$ cat src/rtl/serial_add_ctrl.sv
// Bit-serial adder controller: drives one external full-adder cell LSB first
// across a WIDTH-bit addition, keeping the running carry in a register.
module serial_add_ctrl #(
    parameter int WIDTH = 8
) (
    input  logic             clk,
    input  logic             rst,
    input  logic             start,
    input  logic [WIDTH-1:0] a_in,
    input  logic [WIDTH-1:0] b_in,
    input  logic             cin,
    output logic             fa_a,
    output logic             fa_b,
    output logic             fa_c,
    input  logic             fa_s,
    input  logic             fa_cout,
    output logic             busy,
    output logic             done,
    output logic [WIDTH-1:0] sum_out,
    output logic             cout_out
);

    localparam int IDX_W = (WIDTH > 1) ? $clog2(WIDTH) : 1;

    typedef enum logic [1:0] {
        IDLE = 2'd0,
        RUN  = 2'd1,
        DONE = 2'd2
    } state_t;

    state_t           state;
    state_t           state_nxt;
    logic [IDX_W-1:0] idx;
    logic             carry;
    logic [WIDTH-1:0] a_reg;
    logic [WIDTH-1:0] b_reg;
    logic             last_bit;
    logic             running;

    assign last_bit = (idx == IDX_W'(WIDTH - 1));
    assign running  = (state == RUN);

    always_ff @(posedge clk) begin
        if (rst) begin
            state <= IDLE;
        end else begin
            state <= state_nxt;
        end
    end

    // DONE always falls back to IDLE, so a start seen there is dropped rather than queued.
    always_comb begin
        state_nxt = state;
        case (state)
            IDLE:    if (start) state_nxt = RUN;
            RUN:     if (last_bit) state_nxt = DONE;
            DONE:    state_nxt = IDLE;
            default: state_nxt = IDLE;
        endcase
    end

    always_ff @(posedge clk) begin
        if (rst) begin
            idx      <= '0;
            carry    <= 1'b0;
            a_reg    <= '0;
            b_reg    <= '0;
            sum_out  <= '0;
            cout_out <= 1'b0;
        end else begin
            case (state)
                IDLE: begin
                    if (start) begin
                        a_reg   <= a_in;
                        b_reg   <= b_in;
                        carry   <= cin;
                        idx     <= '0;
                        sum_out <= '0;
                    end
                end
                RUN: begin
                    sum_out[idx] <= fa_s;
                    carry        <= fa_cout;
                    if (last_bit) begin
                        cout_out <= fa_cout;
                    end else begin
                        idx <= idx + IDX_W'(1);
                    end
                end
                default: ;
            endcase
        end
    end

    // The full-adder inputs are gated so the shared cell sees zeros outside RUN.
    assign fa_a = running & a_reg[idx];
    assign fa_b = running & b_reg[idx];
    assign fa_c = running & carry;
    assign busy = running;
    assign done = (state == DONE);

endmodule

$ cat config.mk
export PLATFORM = sky130hd
export DESIGN_NAME = serial_add_ctrl
export DESIGN_NICKNAME = d
export VERILOG_FILES = /design/src/rtl/serial_add_ctrl.sv
export SDC_FILE = /design/constraint.sdc
export NUM_CORES = 1
export LEC_CHECK = 0
export CAP_MARGIN = 20
export CORE_MARGIN = 2
export CORE_UTILIZATION = 40
export DETAILED_ROUTE_END_ITERATION = 16
export PLACE_DENSITY = 0.67
export SLEW_MARGIN = 20
export SYNTH_ARGS = -nofsm -noshare
export SYNTH_HDL_FRONTEND = slang
export SYNTH_SLANG_ARGS = --single-unit
$ cat constraint.sdc
create_clock -name clk -period 1.94 [get_ports clk]
set_input_delay 0.388 -clock clk [delete_from_list [all_inputs] [get_ports clk]]
set_output_delay 0.388 -clock clk [all_outputs]
set_load 0.05 [all_outputs]
Word level (Yosys, flattened, before mapping)
Index checks and enable logic that the tools add are counted.

storage, ports and cells
  bits in registers = 31
  output and inout port bits = 14

operators by class
  add/sub/neg operators = 1
  $lt $le $gt $ge = 2
  equal/unequal tests = 6
  muxes and demuxes = 17
  bitwise gates (word level) = 3
  reductions and logical operators = 8

operator list
  operator                                                                              number
  8-bit case mux with 2 select lines                                                    1
  8-bit bitwise mux                                                                     1
  8-bit two-way mux                                                                     1
  2-bit AND reduction                                                                   4
  1-bit binary-select mux with 3-bit select                                             2
  3-bit two-way mux                                                                     2
  2-bit inequality test (second input constant)                                         3
  3-bit case mux with 2 select lines                                                    1
  3-bit by 4-bit < comparator with 1-bit output (second input constant)                 1
  1-bit two-way mux                                                                     4
  2-bit two-way mux                                                                     2
  2-bit case mux with 2 select lines                                                    1
  3-bit by 1-bit adder with 3-bit output (second input constant)                        1
  1-bit AND                                                                             3
  1-bit demux with 3-bit select                                                         1
  3-bit == test (second input constant)                                                 1
  3-bit by 1-bit greater-or-equal comparator with 1-bit output (second input constant)  1
  3-bit AND reduction                                                                   1
  2-bit by 1-bit == test with 1-bit output (second input constant)                      1
  2-bit == test (second input constant)                                                 1
  2-bit zero test                                                                       1
  1-bit case mux with 2 select lines                                                    1
  2-bit nonzero test                                                                    1
  1-bit logical AND                                                                     1

Longest topological paths before layout
Gate-level depths: netlist of run 1.

  word-level depth = 6
  depth in mapped cells = 6

Worst setup path after synthesis of run 1
Ideal clock, no wire load.

  path type = register to output
  start point = register idx[1]
  end point = output port fa_b
  arrival time = 1.663 ns
  data required time = 1.552 ns
  slack = -0.111 ns
  stages on the path, launching flop included = 6
  path through = dfxtp_1 -> buf_2 -> nand2_1 -> o22ai_1 -> o21ai_0 -> a21oi_1

between the ends
  cells in the longest elaborated chain, start to end = 3

RTL lines
  item                                       RTL line  source
  from (decl)                                33        logic [IDX_W-1:0] idx;
  from (signal assigned)                     87        idx <= idx + IDX_W'(1);
  1-bit binary-select mux with 3-bit select  97        assign fa_b = running & b_reg[idx];
  1-bit two-way mux (not written as such)    97
  1-bit AND                                  97
  to (decl)                                  13        output logic fa_b,

Every way passes these cells. The select of a mux whose other input is x is not followed.

Final worst setup path of run 1
  start point = register cout_out
  end point = output port cout_out

RTL lines
  item                    RTL line  source
  from (decl)             20        output logic cout_out
  from (signal assigned)  85        cout_out <= fa_cout;

No word-level cell between the ends.

==> flow_metrics.tcl, run 1 <==
set metrics [dict create \
    run_status "completed" \
    path_cells "clkdlybuf4s50_1" \
    drv_cap 0 \
    netlist_area_sq_um 1460 \
    cp_num_buf_inv 1 \
    synth_edf_count 0 \
    fin_skew_ns 0.0124 \
    dr.pass1.iters 4 \
    drc 0 \
    clk_pin_slew_ns 0.10 \
    timing.fmax_mhz 532 \
    power.density_nw_per_um2 672 \
    worstReg2RegStart "idx[1]$_SDFFE_PP0P_" \
    critPathLaunchType "flop" \
    routed_wl_mm 3.54 \
    end_kind "primary output" \
    yosys_warnings 0 \
    synth.area.top_cells "dfxtp_1 (43%), nand2_1 (12%), a21oi_1 (7.9%)" \
    max-slew-margin-rel_pct 64.6 \
    hold_slack_ns 0.468 \
    peakVddDrop_mv 0.508 \
    clockBufferDepth 2 \
    r2r_end "idx[0]$_SDFFE_PP0P_" \
    cts_tree "yes" \
    rsz0062_at_grt "yes" \
    holdBufCountCts 0 \
    fill_cells 326 \
    dr_total_vias 1406 \
    crit_path_end "cout_out" \
    std_cell_rows 21 \
    post-place-cells 261 \
    r2r_setup_slack_ns 0.19 \
    numCtsBuffers 5 \
    instances_no_fill 270 \
    max_slew.worst_pin.slew_ns 0.530 \
    startpoint "cout_out$_SDFFE_PP0P_" \
    ys.flop_type "dfxtp_1" \
    place_congestion 0.845 \
    drt_iter0_drc 62 \
    areaGrowthSynthToFinish_pct 39.3 \
    postRouteAntennaNets 0 \
    grt_pass1_wl_mm 5.90 \
    htree_levels 2 \
    cpMaxStageDelayCell "clkdlybuf4s50_1" \
    hold_viol_final 0 \
    rr_worst_depth 7 \
    finalNetCount 247 \
    synth-seq-cells 31 \
    core_sq_um 3420 \
    post_synth.cell_area_avg_sq_um 8.05 \
    min_period_over_period_pct 97.0 \
    required_ns 1.55 \
    pin_count 36 \
    post-synth-top-area-cell "dfxtp_1" \
    cp_max_fo 2 \
    synth_fp_nets 205 \
    critPathTopFamily "buffers and inverters" \
    ys_async_sr_fraction_pct 0 \
    clock_latency_ns 0.33 \
    initial_core_util_pct 42.6 \
    die_h_um 64.3 \
    wire_per_inst_um 13.1 \
    leakage_uw 0.000766 \
    hold_path.class "flop to flop" \
    place_hpwl_mm 2.56 \
    fp.dieW_um 64.3 \
    critical_path_class "flop to primary output" \
    power_uw 1360 \
    yosysUniqueCellTypes 37 \
    grt_max_degree 24 \
    maxSlewViolCount 0 \
    portBuffers 35 \
    grt_pass1_vias 1349 \
    finalSetupViolations 0 \
    grt_usage_pct 18.4 \
    clock-root-buffer "clkbuf_4" \
    worst-path-stages 1 \
    synth_most_common_cell "nand2_1" \
    antenna_found_initial 0 \
    viasPerCell 5.21 \
    fin_crit_ns 1.88 \
    ys_seq_area_share_pct 42.6 \
    syn_inst 181 \
    antenna_cells 0 \
    clock_sinks 31 \
    yosysTopAreaCellShare_pct 42.6 \
    critPathMaxStageDelay_ns 0.80 \
    cp.arrival_ns 1.49 \
    synthTopCellsByCount "nand2_1 (46), dfxtp_1 (31), a21oi_1 (23)" \
    die_area_sq_um 4140 \
    overflow 0 \
    drive_above_1_share_pct 17.9 \
    final.setup.tns_ns 0 \
]
[per-stage QoR]
| step | setup slack [ns] | area [sq um] | util [%] |
|---|---|---|---|
| final | 0.0587 | 2030 | 59.4 |
| after global routing | -0.0317 | 2030 | 59.4 |
| after CTS | 0.00985 | 2000 | 58.4 |
| after detailed placement | 0.137 | 1910 | 55.9 |
| after global placement | 0.188 | 1910 | 55.9 |
| after floorplan | 0.00516 | 1460 | - |
[worst min path at each step]
stage | slack, ns | start | cells after the start | to
2_1_floorplan | 0.43 | b_reg[0]$_SDFFE_PP0P_ | 2 | b_reg[0]$_SDFFE_PP0P_
3_3_place_gp | 0.44 | cout_out$_SDFFE_PP0P_ | 2 | cout_out$_SDFFE_PP0P_
3_5_place_dp | 0.46 | b_reg[0]$_SDFFE_PP0P_ | 2 | b_reg[0]$_SDFFE_PP0P_
4_1_cts | 0.47 | b_reg[6]$_SDFFE_PP0P_ | 2 | b_reg[6]$_SDFFE_PP0P_
5_1_grt | 0.47 | b_reg[6]$_SDFFE_PP0P_ | 2 | b_reg[6]$_SDFFE_PP0P_
6_report | 0.47 | a_reg[7]$_SDFFE_PP0P_ | 2 | a_reg[7]$_SDFFE_PP0P_
[logic make-up after synthesis]
kind of cell,share of synthesized area [%]
muxes,3.44
DFF,42.6
and+or+nand+nor,25.3
adders and majority gates,1.72
buffers and inverters,5.84
AOI/OAI and AO/OA,21.0
[layout make-up]
| type | count | area (sq um) | area share, % |
|---|---|---|---|
| flip-flops and latches | 31 | 632 | 31.1 |
| repair buffers | 46 | 474 | 23.4 |
| inverters | 2 | 15.0 | 0.740 |
| multi-input cells | 137 | 782 | 38.5 |
| well taps | 46 | 57.6 | 2.84 |
| clock buffers | 8 | 68.8 | 3.39 |
[timing repair]
action | in CTS | in global routing
endpoints found under the hold margin | 0 | 0
setup endpoints to repair | 3 | 3
gates cloned | 0 | 0
gates resized for setup | 8 | 7
setup buffers | 0 | 1
[report_power, final]
part / internal [uW] / total [uW] / switching (uW)
Sequential: 662 / 688 / 26.0
Clock: 213 / 427 / 214
Combinational: 121 / 249 / 128
Total: 996 / 1360 / 368
[cell usage in the layout (no fill, tap or decap), drive strengths merged, types with 3 or more instances in the layout]
cell type / instances
clkbuf: 8
nor2: 16
nor3b: 3
nor2b: 3
mux2i: 5
nand2b: 5
nand2: 47
clkdlybuf4s50: 30
o211ai: 3
dfxtp: 31
a21oi: 23
a32o: 4
buf: 16
o21ai: 8
[metal layers]
metal  up-vias  wire length (um)  GRT usage, %
li1        711                 -             -
met5         -                 0             0
met4         0                52          7.98
met3         6               184          5.63
met2        38              1840          32.7
met1       651              1460          20.0
(Power assumes the default switching activity.)
==> run 2: changes to the inputs <==
--- a/config.mk
+++ b/config.mk
@@ -10,7 +10,7 @@
 export CORE_UTILIZATION = 40
 export DETAILED_ROUTE_END_ITERATION = 16
 export PLACE_DENSITY = 0.67
-export SLEW_MARGIN = 20
+export SLEW_MARGIN = 5
 export SYNTH_ARGS = -nofsm -noshare
 export SYNTH_HDL_FRONTEND = slang
 export SYNTH_SLANG_ARGS = --single-unit
==> results of run 2 <==
No change in the layout: final DEF, timing and power equal those of run 1.
==> run 3: changes to the inputs <==
--- a/config.mk
+++ b/config.mk
@@ -8,6 +8,7 @@
 export CAP_MARGIN = 20
 export CORE_MARGIN = 2
 export CORE_UTILIZATION = 40
+export CTS_CLUSTER_DIAMETER = 50
 export DETAILED_ROUTE_END_ITERATION = 16
 export PLACE_DENSITY = 0.67
 export SLEW_MARGIN = 5
==> results of run 3 <==
No change in the layout: final DEF, timing and power equal those of run 1.
